[config.mk]
export PLATFORM = sky130hd
export DESIGN_NAME = scr1_axi_rd_arbiter
export DESIGN_NICKNAME = d
export VERILOG_FILES = /design/src/rtl/scr1_axi_arb_pkg.sv /design/src/rtl/scr1_rr_arb2.sv /design/src/rtl/scr1_axi_rd_arbiter.sv
export SDC_FILE = /design/constraint.sdc
export NUM_CORES = 1
export LEC_CHECK = 0
export BUFFER_PORTS_ARGS = -buffer_cell sky130_fd_sc_hd__buf_2
export CORE_AREA = 2 2 107 109
export CTS_CLUSTER_DIAMETER = 200
export DETAILED_ROUTE_END_ITERATION = 10
export DIE_AREA = 0 0 109 111
export PLACE_DENSITY_LB_ADDON = 0.1
export SLEW_MARGIN = 20
export SYNTH_ARGS = -nofsm -noshare
export SYNTH_HDL_FRONTEND = slang
export SYNTH_HIERARCHICAL = 1
export SYNTH_SLANG_ARGS = --single-unit
export TNS_END_PERCENT = 50
[constraint.sdc]
create_clock -name clk_riscv -period 3 [get_ports clk_riscv]
set_clock_uncertainty 0.05 [all_clocks]
set_input_delay 0.45 -clock clk_riscv [delete_from_list [all_inputs] [get_ports clk_riscv]]
set_output_delay 0.45 -clock clk_riscv [all_outputs]
set_load 0.03 [all_outputs]
[src/rtl/scr1_axi_arb_pkg.sv]
// Shared types for the SCR1 AXI read-port arbiter: AR payload record, source tags
// and the AR channel state encoding.
package scr1_axi_arb_pkg;

    localparam logic SRC_S0 = 1'b0;
    localparam logic SRC_S1 = 1'b1;

    // Widest merged ID the payload record can carry; the top truncates to M_IDW.
    localparam int unsigned ARB_ID_MAXW = 8;

    typedef enum logic {
        AR_IDLE = 1'b0,
        AR_HOLD = 1'b1
    } ar_state_e;

    typedef struct packed {
        logic [ARB_ID_MAXW-1:0] id;
        logic [31:0]            addr;
        logic [7:0]             len;
        logic [2:0]             size;
        logic [1:0]             burst;
    } ar_pld_t;

endpackage

[src/rtl/scr1_rr_arb2.sv]
// Two-way round-robin grant. The pointer names the preferred source and moves to
// the loser whenever a grant is taken.
module scr1_rr_arb2
    import scr1_axi_arb_pkg::*;
(
    input  logic       clk_i,
    input  logic       rst_i,
    input  logic [1:0] req_i,
    input  logic       accept_i,
    output logic [1:0] gnt_o
);

    logic ptr_q;
    logic ptr_d;
    logic win;

    always_comb begin
        win = ptr_q;
        if (!req_i[ptr_q]) begin
            win = ~ptr_q;
        end
        gnt_o = 2'b00;
        if (|req_i) begin
            gnt_o[win] = 1'b1;
        end
        ptr_d = ptr_q;
        if (accept_i && (|req_i)) begin
            ptr_d = ~win;
        end
    end

    always_ff @(posedge clk_i or posedge rst_i) begin
        if (rst_i) begin
            ptr_q <= SRC_S0;
        end else begin
            ptr_q <= ptr_d;
        end
    end

endmodule

[src/rtl/scr1_axi_rd_arbiter.sv]
// Merges the SCR1 IMEM (S0) and DMEM (S1) AXI4 read masters onto one read port,
// tagging the ID MSB with the source and routing R beats back by that tag.
module scr1_axi_rd_arbiter
    import scr1_axi_arb_pkg::*;
#(
    parameter int unsigned MAX_OUTST = 4,
    parameter int unsigned S0_IDW    = 3,
    parameter int unsigned S1_IDW    = 2,
    parameter int unsigned M_IDW     = 4
) (
    input  logic              clk_riscv,
    input  logic              reset,
    input  logic [S0_IDW-1:0] s0_arid,
    input  logic [31:0]       s0_araddr,
    input  logic [7:0]        s0_arlen,
    input  logic [2:0]        s0_arsize,
    input  logic [1:0]        s0_arburst,
    input  logic              s0_arvalid,
    output logic              s0_arready,
    output logic [S0_IDW-1:0] s0_rid,
    output logic [31:0]       s0_rdata,
    output logic [1:0]        s0_rresp,
    output logic              s0_rlast,
    output logic              s0_rvalid,
    input  logic              s0_rready,
    input  logic [S1_IDW-1:0] s1_arid,
    input  logic [31:0]       s1_araddr,
    input  logic [7:0]        s1_arlen,
    input  logic [2:0]        s1_arsize,
    input  logic [1:0]        s1_arburst,
    input  logic              s1_arvalid,
    output logic              s1_arready,
    output logic [S1_IDW-1:0] s1_rid,
    output logic [31:0]       s1_rdata,
    output logic [1:0]        s1_rresp,
    output logic              s1_rlast,
    output logic              s1_rvalid,
    input  logic              s1_rready,
    output logic [M_IDW-1:0]  m_arid,
    output logic [31:0]       m_araddr,
    output logic [7:0]        m_arlen,
    output logic [2:0]        m_arsize,
    output logic [1:0]        m_arburst,
    output logic              m_arvalid,
    input  logic              m_arready,
    input  logic [M_IDW-1:0]  m_rid,
    input  logic [31:0]       m_rdata,
    input  logic [1:0]        m_rresp,
    input  logic              m_rlast,
    input  logic              m_rvalid,
    output logic              m_rready,
    output logic              busy
);

    localparam int unsigned CW = $clog2(MAX_OUTST + 1);

    // Handshakes: a transfer happens on a rising edge where valid and ready are both
    // high; valid never waits on ready, and payload is held stable while valid is up.

    ar_state_e          state_q;
    ar_pld_t            ar_q;
    logic               m_arvalid_q;
    logic [1:0][CW-1:0] cnt_q;
    logic [1:0][CW-1:0] cnt_d;

    logic [1:0] elig;
    logic [1:0] req;
    logic [1:0] gnt;
    ar_pld_t    pld0;
    ar_pld_t    pld1;
    logic       r_src;
    logic [1:0] r_sel;
    logic       r_last_hs;
    logic [1:0] r_dec;

    assign elig[0] = s0_arvalid && (cnt_q[0] < CW'(MAX_OUTST));
    assign elig[1] = s1_arvalid && (cnt_q[1] < CW'(MAX_OUTST));
    assign req     = (state_q == AR_IDLE) ? elig : 2'b00;

    scr1_rr_arb2 u_rr (
        .clk_i    (clk_riscv),
        .rst_i    (reset),
        .req_i    (req),
        .accept_i (state_q == AR_IDLE),
        .gnt_o    (gnt)
    );

    assign s0_arready = gnt[0];
    assign s1_arready = gnt[1];

    assign pld0 = '{id:    ARB_ID_MAXW'({SRC_S0, (M_IDW-1)'(s0_arid)}),
                    addr:  s0_araddr, len: s0_arlen, size: s0_arsize, burst: s0_arburst};
    assign pld1 = '{id:    ARB_ID_MAXW'({SRC_S1, (M_IDW-1)'(s1_arid)}),
                    addr:  s1_araddr, len: s1_arlen, size: s1_arsize, burst: s1_arburst};

    // No bypass: an accepted request always spends one cycle in the payload register.
    always_ff @(posedge clk_riscv or posedge reset) begin
        if (reset) begin
            state_q     <= AR_IDLE;
            ar_q        <= '0;
            m_arvalid_q <= 1'b0;
        end else begin
            case (state_q)
                AR_IDLE: begin
                    if (|gnt) begin
                        state_q     <= AR_HOLD;
                        ar_q        <= gnt[1] ? pld1 : pld0;
                        m_arvalid_q <= 1'b1;
                    end
                end
                AR_HOLD: begin
                    if (m_arready) begin
                        state_q     <= AR_IDLE;
                        m_arvalid_q <= 1'b0;
                    end
                end
                default: begin
                    state_q     <= AR_IDLE;
                    m_arvalid_q <= 1'b0;
                end
            endcase
        end
    end

    assign m_arvalid = m_arvalid_q;
    assign m_arid    = M_IDW'(ar_q.id);
    assign m_araddr  = ar_q.addr;
    assign m_arlen   = ar_q.len;
    assign m_arsize  = ar_q.size;
    assign m_arburst = ar_q.burst;

    assign r_src     = m_rid[M_IDW-1];
    assign r_sel     = {r_src, ~r_src};
    assign m_rready  = r_src ? s1_rready : s0_rready;
    assign r_last_hs = m_rvalid && m_rready && m_rlast;

    assign s0_rvalid = m_rvalid && !r_src;
    assign s1_rvalid = m_rvalid && r_src;
    assign s0_rid    = m_rid[S0_IDW-1:0];
    assign s1_rid    = m_rid[S1_IDW-1:0];
    assign s0_rdata  = m_rdata;
    assign s1_rdata  = m_rdata;
    assign s0_rresp  = m_rresp;
    assign s1_rresp  = m_rresp;
    assign s0_rlast  = m_rlast;
    assign s1_rlast  = m_rlast;

    // A last beat for a source with nothing outstanding is dropped from the count.
    always_comb begin
        for (int n = 0; n < 2; n++) begin
            r_dec[n] = r_last_hs && r_sel[n] && (cnt_q[n] != '0);
            cnt_d[n] = cnt_q[n];
            if (gnt[n] && !r_dec[n]) begin
                cnt_d[n] = cnt_q[n] + CW'(1);
            end else if (!gnt[n] && r_dec[n]) begin
                cnt_d[n] = cnt_q[n] - CW'(1);
            end
        end
    end

    always_ff @(posedge clk_riscv or posedge reset) begin
        if (reset) begin
            cnt_q <= '0;
        end else begin
            cnt_q <= cnt_d;
        end
    end

    assign busy = (state_q == AR_HOLD) || (cnt_q[0] != '0) || (cnt_q[1] != '0);

    a_no_orphan_rlast : assert property (@(posedge clk_riscv) disable iff (reset)
        r_last_hs |-> (cnt_q[r_src] != '0))
        else $error("R last beat with no outstanding burst for source %0d", r_src);

endmodule
==> results of run 1 <==
-- worst reg2reg max path, stage by stage (launching register included) --
cell      delay (ns)
dfrtp_1         0.43
nor3b_1         0.51
a21boi_1        0.31
ha_1            0.22
inv_1           0.06
fa_1            0.37
xor2_1          0.15
nor2_1          0.11
xor2_1          0.14
-- kinds of logic (layout without fill, tap and decap cells) --
group | count (synthesis) | after routing | synth area share (%)
AOI/OAI and AO/OA | 56 | 56 | 9.04
xor gates and xnor gates | 6 | 6 | 1.56
adders and majority gates | 4 | 4 | 1.93
buffers and inverters | 98 | 194 | 21.4
DFF | 58 | 58 | 43.1
muxes | 49 | 49 | 14.7
and+or+nand+nor | 67 | 67 | 8.26
-- registers in the layout, indices dropped and copies added, names as in the netlist --
name and cells:
cnt_q 6, m_arburst 2, u_rr/ptr_q 1, m_araddr 32, m_arlen 8, m_arid 4, m_arsize 3, state_q 1
m_arvalid 1
-- Yosys cell counts, types with 4 or more instances --
cell	number
xor2_1	4
inv_1	7
dfrtp_1	58
mux2i_1	47
clkbuf_2	4
buf_6	5
nand2_1	55
o21ai_1	6
buf_4	78
o21ai_0	44
-- final cells by class --
| type | instances | share of cell area, % |
|---|---|---|
| clock buffers | 13 | 6.25 |
| clock inverters | 3 | 0.375 |
| inverters | 7 | 0.656 |
| multi-input cells | 182 | 30.0 |
| flip-flops and latches | 58 | 36.2 |
| well taps | 143 | 4.47 |
| repair buffers | 171 | 22.0 |
-- metrics by stage --
step	total power, mW	util [%]	area, um^2	std cells
2_1_floorplan	3.24	-	3360	338
3_3_place_gp	3.62	33.7	3730	560
3_5_place_dp	3.65	33.7	3730	560
4_1_cts	4.59	36.2	4010	577
5_1_grt	4.86	36.2	4010	577
6_report	4.51	36.2	4010	577
-- power groups by stage --
stage,Clock (mW),Sequential (mW),Combinational (mW)
2_1_floorplan,0,2.04,1.19
3_3_place_gp,0,1.41,2.20
3_5_place_dp,0,1.42,2.23
4_1_cts,0.949,1.41,2.23
5_1_grt,0.990,1.46,2.41
6_report,0.918,1.40,2.18
-- worst paths after layout --
check | to | slack [ns] | depth (start not counted)
setup / recovery | s0_arready | 0.56 | 4
min in group asynchronous | u_rr/ptr_q$_DFFE_PP0P_ | 0.47 | 3
max in group asynchronous | cnt_q[0]$_DFFE_PP0P_ | 1.72 | 4
setup reg to reg | cnt_q[2]$_DFFE_PP0P_ | 0.59 | 8
hold reg to reg | m_arlen[3]$_DFFE_PP0P_ | 0.42 | 2
hold / removal | state_q$_DFF_PP0_ | 0.27 | 2
-- per-layer routing --
layer | share of wire, % | routed length, um
met5 | 0 | 0
met3 | 12 | 894
met4 | 1.3 | 95
met1 | 44 | 3280
met2 | 42 | 3140
-- what timing repair did --
action | 4_1_cts | 5_1_grt
hold buffers | 1 | 0
setup buffers | 0 | 0
endpoints found under the setup margin | 0 | 0
endpoints found under the hold margin | 7 | 0
==> reports/metrics.csv, run 1 <==
metric;value;unit
globalplace.congestion;0.694;
clk_pin_slew_worst_paths;0.05;ns
vias_per_cell;4.30;
setup.worst_path.start;state_q$_DFF_PP0_;
p_int;2.49;mW
swShare;44.8;%
seqPwrFrac;31.1;%
num-nets-final;575;
cts_inserted_buffers;9;
antenna_left;0;
crit_family;simple AND/OR/NAND/NOR gates;
p_clk_share;20.4;%
initialDrtViolationCount;101;
worst_ir_drop_vdd;0.000452;V
synth_seq_cells;58;
multi_input_area;0.00120;mm^2
p_leak;2.03;nW
die_h;111;um
regArea;0.00145;mm^2
cts-root-buf;clkbuf_16;
finalCritPeriodShare;81.4;%
pwr_density_cell;1120;mW/mm^2
grt_pass1_vias;2369;
dieArea;0.0121;mm^2
portBuffers;162;
slew_violations;0;
rsz0062_at_grt;no;
cp_slowest_cell;nor3b_1;
fp.dieW;109;um
num_io_pins;273;
yosysWarnings;6;
fin_ws;0.559;ns
routed_wl;7.42;mm
netlist_area;0.00336;mm^2
rows;39;
yosysTopAreaCell;dfrtp_1;
path_cells;nor3b_1 > a21boi_1 > buf_4 > buf_2;
end_kind;output port;
crit_path_max_fanout;6;
synthCells;338;
whs;0.271;ns
grt_max_degree;57;
ys_seq_area_share;43.1;%
pwr-share-comb;48.5;%
post-place-ws;0.538;ns
final_common_cell;buf_2;
initial_core_util;30.4;%
grt-busiest-layer;met2;
syn2layout_area_growth;19.1;%
synth_top_area_share;43.1;%
core_area;0.0111;mm^2
drive_above_1_share;43.3;%
dpl.hpwl;5.65;mm
finalHoldViolCount;0;
ys.flop_type;dfrtp_1;
clockBufferDepth;2;
switching_power;2.02;mW
antenna_found_initial;0;
async_flop_share;100;%
grtUsageMet2;17.6;%
final-setup-viol-count;0;
drc;0;
synth.top_cells.by_area;dfrtp_1 43%, buf_4 17%, mux2i_1 14%, o21ai_0 6.5%, nand2_1 6.1%;
critPathBufInv;2;
synthesis.nets;484;
grt_overflow;0;
final_cell_mix;162 x buf_2, 58 x dfrtp_1, 55 x nand2_1;
dr.pass1.iters;4;
drv_cap;0;
hold_start;m_arready;
max_stage_delay;0.51;ns
arrival;1.94;ns
wl_per_cell;12.9;um
slew_headroom;63.4;%
cts_sinks;58;
grtUsageTotal;12.4;%
use_met3;5.23;%
tightest_slew;0.548;ns
synth_area_per_cell;9.95;um^2
grt_util_met1;16.4;%
status;finished clean;
r2r_start;state_q$_DFF_PP0_;
max_freq;0.410;GHz
n_antenna_cell;0;
critical_path_class;reg -> out;
synth_edf_count;0;
tns;0;ns
htreeDepth;3;
insertion_delay;0.32;ns
fillers;1165;
hold_path_class;in -> reg;
critPathRequiredTime;2.50;ns
post_cts_resized;0;
critPathLaunchType;flip-flop;
cts_tree;yes;
grt_first_pass_wirelength;11.6;mm
vias;2480;
synth.distinct_cells;32;
min_period;2.44;ns
Note: power is estimated with default switching activity, not from simulation.
==> run 2: changes to the inputs <==
- ABC_AREA: not set -> 1
- CORE_AREA: 2 2 107 109 -> 2 2 105 107
- DIE_AREA: 0 0 109 111 -> 0 0 107 109
- clock period: 3 -> 2.2 ns (I/O delays scaled with it)
==> run 2 against run 1 <==
Net effect:
- core utilization is 3.6 points higher
- critical path depth is 2 higher
- wire length is 21% higher
- first-iteration DRC count is 22% lower
- count of clock-buffer cells in the layout is 3 lower
- total power is 39% higher
- non-clock buffer count is 2 higher
- global-route usage is 3.2 points higher
- combinational power is 56% higher
- synthesized area is 6.0% higher
- cell count is 29% higher
- clock power is 5.1% higher
- critical endpoint is now s1_arready
- highest routed layer unchanged
==> reports/metrics.csv, run 2 <==
metric;value;unit
synth_top_family_by_area;simple AND/OR/NAND/NOR gates;
synth_top_area_share;40.7;%
dp.cells;728;
pwr-share-comb;54.3;%
htreeDepth;3;
num-nets-final;747;
rows;38;
netlist_area;0.00356;mm^2
num_io_pins;273;
grtUsageMet2;24.7;%
syn2layout_area_growth;18.3;%
finalPower;6.27;mW
synth_most_common_cell;nand2_1;
drc;0;
antenna_left;0;
wl_per_cell;12.1;um
dieArea;0.0117;mm^2
finalCritPeriodShare;92.8;%
synth_seq_cells;58;
synthSimpleGateAreaFrac;34.9;%
synth_xor_area_share;0.491;%
grt_max_degree;50;
synth_area_per_cell;6.96;um^2
die_h;109;um
dr.pass1.iters;5;
p_leak;2.60;nW
cts_tree;yes;
synth-adder-area-share;1.83;%
antenna_found_initial;0;
critical_path_class;reg -> out;
grt-busiest-layer;met2;
synth_compound_area_share;1.37;%
holdPathStages;2;
drive_above_1_share;32.2;%
cts_inserted_buffers;9;
grt_overflow;0;
ys.flop_type;dfrtp_1;
switching_power;3.09;mW
final-setup-viol-count;0;
synthCells;512;
n_antenna_cell;0;
tightest_slew;0.504;ns
vias_per_cell;4.30;
status;finished clean;
hold_path_class;in -> reg;
final_cell_mix;312 x nand2_1, 162 x buf_2, 58 x dfrtp_1;
post-place-ws;0.111;ns
swShare;49.2;%
p_clk_share;15.4;%
seqPwrFrac;30.3;%
portBuffers;162;
insertion_delay;0.32;ns
async_flop_share;100;%
cts_sinks;58;
drv_cap;0;
ys_top_cells_by_count;312 x nand2_1, 81 x buf_4, 58 x dfrtp_1, 16 x inv_1, 8 x clkbuf_1;
synthesis.nets;658;
clk_pin_slew_worst_paths;0.06;ns
pwr_density_cell;1490;mW/mm^2
crit_path_max_fanout;30;
fp.dieW;107;um
p_int;3.19;mW
grtUsageTotal;15.6;%
synth_edf_count;0;
min_period;2.04;ns
final_cells;745;
initial_core_util;33.6;%
routed_wl;8.98;mm
synthMuxAreaShare;0;%
critPathLaunchType;flip-flop;
end_kind;output port;
use_met3;4.60;%
grt_first_pass_wirelength;14.3;mm
fin_ws;0.158;ns
finalHoldViolCount;0;
globalplace.congestion;0.785;
yosysWarnings;6;
ff2ff_path_depth;11;
worst_ir_drop_vdd;0.000472;V
arrival;1.66;ns
clockBufferDepth;2;
largest_register_ffs;32;
core_area;0.0106;mm^2
initialDrtViolationCount;79;
cts-root-buf;clkbuf_8;
dpl.hpwl;6.57;mm
slew_headroom;66.3;%
grt_util_met1;19.8;%
yosysTopAreaCell;dfrtp_1;
grt_pass1_vias;3019;
slew_violations;0;
synth.top_cells.by_area;dfrtp_1 41%, nand2_1 33%, buf_4 17%, inv_1 1.7%, fa_1 1.1%;
max_freq;0.490;GHz
ys_seq_area_share;40.7;%
final_common_cell;nand2_1;
vias;3207;
critPathRequiredTime;1.82;ns
synth.distinct_cells;19;
==> run 2: kinds of logic (layout without fill, tap and decap cells) <==
logic type,count (synthesis),after routing
buf+inv,114,207
compound gates,7,7
fa+ha+maj,4,4
simple gates,327,327
xor+xnor,2,2
flops,58,58
==> run 2: per-layer routing <==
| layer | vias up | wire (um) |
|---|---|---|
| met5 | - | 0 |
| met3 | 19 | 715 |
| met4 | 0 | 143 |
| met1 | 1429 | 3990 |
| met2 | 133 | 4140 |
| li1 | 1626 | - |
==> run 2: cell type report <==
cell class,count,area [um^2]
clock buffers,10,138
clock inverters,5,55.1
fillers,1157,6390
inverters,19,73.8
multi-input cells,340,1390
flip-flops and latches,58,1450
well taps,140,175
repair buffers,173,933
==> run 2: path summary, 6_finish.rpt <==
path | from | endpoint | slack [ns]
min | m_arready | state_q$_DFF_PP0_ | 0.17
max reg2reg | cnt_q[5]$_DFFE_PP0P_ | cnt_q[5]$_DFFE_PP0P_ | 0.18
min reg2reg | m_arid[0]$_DFFE_PP0P_ | m_arid[0]$_DFFE_PP0P_ | 0.42
min in group asynchronous | reset | u_rr/ptr_q$_DFFE_PP0P_ | 0.36
max in group asynchronous | reset | m_araddr[6]$_DFFE_PP0P_ | 0.96
max | cnt_q[5]$_DFFE_PP0P_ | s1_arready | 0.16
==> run 2: critical path: stages (launching register included) <==
cell and delay (ns):
dfrtp_1 0.40, inv_1 0.08, nand2_1 0.06, nor2_2 0.12
a21boi_4 0.25, buf_12 0.21, buf_2 0.22
==> run 2: timing repair <==
item / in CTS / in global routing
setup buffers: 1 / 0
hold endpoints to repair: 1 / 0
setup endpoints to repair: 1 / 52
hold buffers: 1 / 0
pin swaps: 0 / 0
gates resized for setup: 2 / 5
==> run 2: power groups by stage <==
| stage | Sequential, mW | Clock (mW) | Combinational, mW |
|---|---|---|---|
| final | 1.90 | 0.965 | 3.41 |
| after global routing | 1.97 | 1.05 | 3.79 |
| after CTS | 1.90 | 1.01 | 3.46 |
| after detailed placement | 1.91 | 0 | 3.44 |
| after global placement | 1.91 | 0 | 3.40 |
| after floorplan | 2.72 | 0 | 1.81 |
==> run 2: through the flow <==
stage	cell area (um^2)	hold WS, ns	utilization (%)	TNS [ns]
detailed placement	3990	0.150	37.6	0
finish	4220	0.166	39.8	0
global placement	3990	0.149	37.6	0
floorplan	3580	0.00871	-	-0.0162
global route	4220	0.147	39.8	-0.00153
CTS	4200	0.142	39.7	0
==> run 3: changes to the inputs <==
- BUFFER_PORTS_ARGS: -buffer_cell sky130_fd_sc_hd__buf_2 -> not set
- CELL_PAD_IN_SITES_DETAIL_PLACEMENT: not set -> 1
- CELL_PAD_IN_SITES_GLOBAL_PLACEMENT: not set -> 1
- DONT_BUFFER_PORTS: not set -> 1
==> run 3 against run 2 <==
Net effect:
- total power is 6.9% lower
- sequential share of layout area up 8.3 points
- first-iteration DRC count decreased by 13%
- via count fell by 16%
- largest cell class unchanged
- critical path type is now reg -> reg
- flip-flop and latch count stayed put
- wire length grew 0.11%
- clock power up 9%
- critical endpoint is now cnt_q[5]$_DFFE_PP0P_
- die area unchanged
- core utilization shrank 7.7 points
- register-to-register slack lost 0.03 ns
- global-route usage rose by 0.44 points
- final area is 19% lower
- highest routed layer unchanged
==> reports/metrics.csv, run 3 (synthesized netlist as in run 2, its figures left out) <==
metric;value;unit
rows;38;
final_common_cell;nand2_1;
multi_input_area;0.00140;mm^2
critical_path_class;reg -> reg;
drive_above_1_share;7.01;%
portBuffers;0;
grt_max_degree;53;
post-place-ws;0.0643;ns
pwr_density_cell;1720;mW/mm^2
final_util;32.0;%
antenna_found_initial;0;
grt_first_pass_wirelength;14.4;mm
crit_top_cell;nand2_1;
hold_path_class;in -> reg;
cts_inserted_buffers;9;
globalplace.congestion;0.751;
critPathLaunchType;flip-flop;
fin_ws;0.146;ns
final-setup-viol-count;0;
status;finished clean;
clk_pin_slew_worst_paths;0.07;ns
max_freq;0.487;GHz
final_cell_mix;312 x nand2_1, 58 x dfrtp_1, 15 x inv_1;
cts-root-buf;clkbuf_8;
insertion_delay;0.33;ns
die_h;109;um
core_area;0.0106;mm^2
grtUsageTotal;16.0;%
crit_path_max_fanout;3;
critPathBufInv;1;
slew_violations;0;
finalCritPeriodShare;93.4;%
arrival;2.23;ns
grt_pass1_vias;2792;
cp_slowest_cell;dfrtp_1;
vias_per_cell;4.64;
routed_wl;8.99;mm
dieArea;0.0117;mm^2
slew_headroom;63.6;%
path_cells;nor3_1 > nor2_1 > nand2_1 > ha_4 > inv_1 > fa_1 > nand2_1 > nand3_1 > nand2_1 > nand2_1;
holdPathStages;1;
cp_num_cells;10;
whs_endpoint;state_q$_DFF_PP0_;
drc;0;
vias;2701;
n_antenna_cell;0;
initialDrtViolationCount;69;
fillers;1343;
dr.pass1.iters;4;
syn2layout_area_growth;-4.70;%
min_period;2.05;ns
drv_cap;0;
end_kind;flip-flop;
regArea;0.00145;mm^2
r2r_end;cnt_q[5]$_DFFE_PP0P_;
tightest_slew;0.544;ns
rsz0062_at_grt;yes;
cts_tree;yes;
max_stage_delay;0.43;ns
p_leak;1.93;nW
crit_family;simple AND/OR/NAND/NOR gates;
grt_overflow;0;
initial_core_util;33.6;%
largest_register_ffs;32;
rrSetupSlack;0.15;ns
htreeDepth;3;
ff2ff_path_depth;10;
worst_ir_drop_vdd;0.000665;V
critPathRequiredTime;2.38;ns
finalHoldViolCount;0;
cts_sinks;58;
wl_per_cell;15.4;um
clockBufferDepth;2;
hold_start;m_arready;
antenna_left;0;
dpl.hpwl;6.34;mm
num_io_pins;273;
fp.dieW;107;um
num-nets-final;584;
r2r_start;cnt_q[3]$_DFFE_PP0P_;
[run 3: repair_timing]
| action | 4_1_cts | 5_1_grt |
|---|---|---|
| buffers inserted | 0 | 1 |
| hold buffers | 1 | 0 |
| endpoints found under the hold margin | 58 | 0 |
| resized for setup | 0 | 7 |
| endpoints found under the setup margin | 0 | 52 |
[run 3: power breakdown]
part	switching (mW)	internal, mW
clock	0.436	0.609
sequential	1.28	1.57
combinational	1.29	0.656
total	3.01	2.84
[run 3: worst max-delay path by stage]
stage	start	end	slack [ns]
2_1_floorplan	cnt_q[2]$_DFFE_PP0P_	cnt_q[2]$_DFFE_PP0P_	-0.02
3_3_place_gp	cnt_q[2]$_DFFE_PP0P_	m_araddr[26]$_DFFE_PP0P_	0.14
3_5_place_dp	cnt_q[5]$_DFFE_PP0P_	cnt_q[5]$_DFFE_PP0P_	0.06
4_1_cts	cnt_q[5]$_DFFE_PP0P_	cnt_q[5]$_DFFE_PP0P_	0.04
5_1_grt	cnt_q[5]$_DFFE_PP0P_	cnt_q[5]$_DFFE_PP0P_	-0.06
6_report	cnt_q[3]$_DFFE_PP0P_	cnt_q[5]$_DFFE_PP0P_	0.15
[run 3: final cells by class]
type / instances / area share [%]
Timing Repair Buffer: 10 / 2.65
Clock inverter: 2 / 1.03
Multi-Input combinational cell: 340 / 41.2
Clock buffer: 13 / 4.97
Tap cell: 140 / 5.16
Sequential cell: 58 / 42.7
Inverter: 19 / 2.25
[run 3: layer usage]
| metal | GRT usage, % | up-vias | part of all wire [%] |
|---|---|---|---|
| li1 | - | 1305 | - |
| met1 | 19.3 | 1262 | 43 |
| met2 | 26.4 | 122 | 48 |
| met3 | 5.86 | 12 | 8.6 |
| met4 | 5.66 | 0 | 0.96 |
| met5 | 0 | - | 0 |
[run 3: stage by stage]
step                      hold WS, ns  instance area, um^2  power (mW)  cells  setup TNS [ns]
after floorplan               0.00871                 3580        4.53    512         -0.0162
after global placement         0.0116                 3160        4.81    565               0
after detailed placement       0.0152                 3160        4.88    565               0
after CTS                      0.0381                 3370        5.96    581               0
after global routing           0.0273                 3400        6.39    582         -0.0567
final                          0.0486                 3400        5.84    582               0
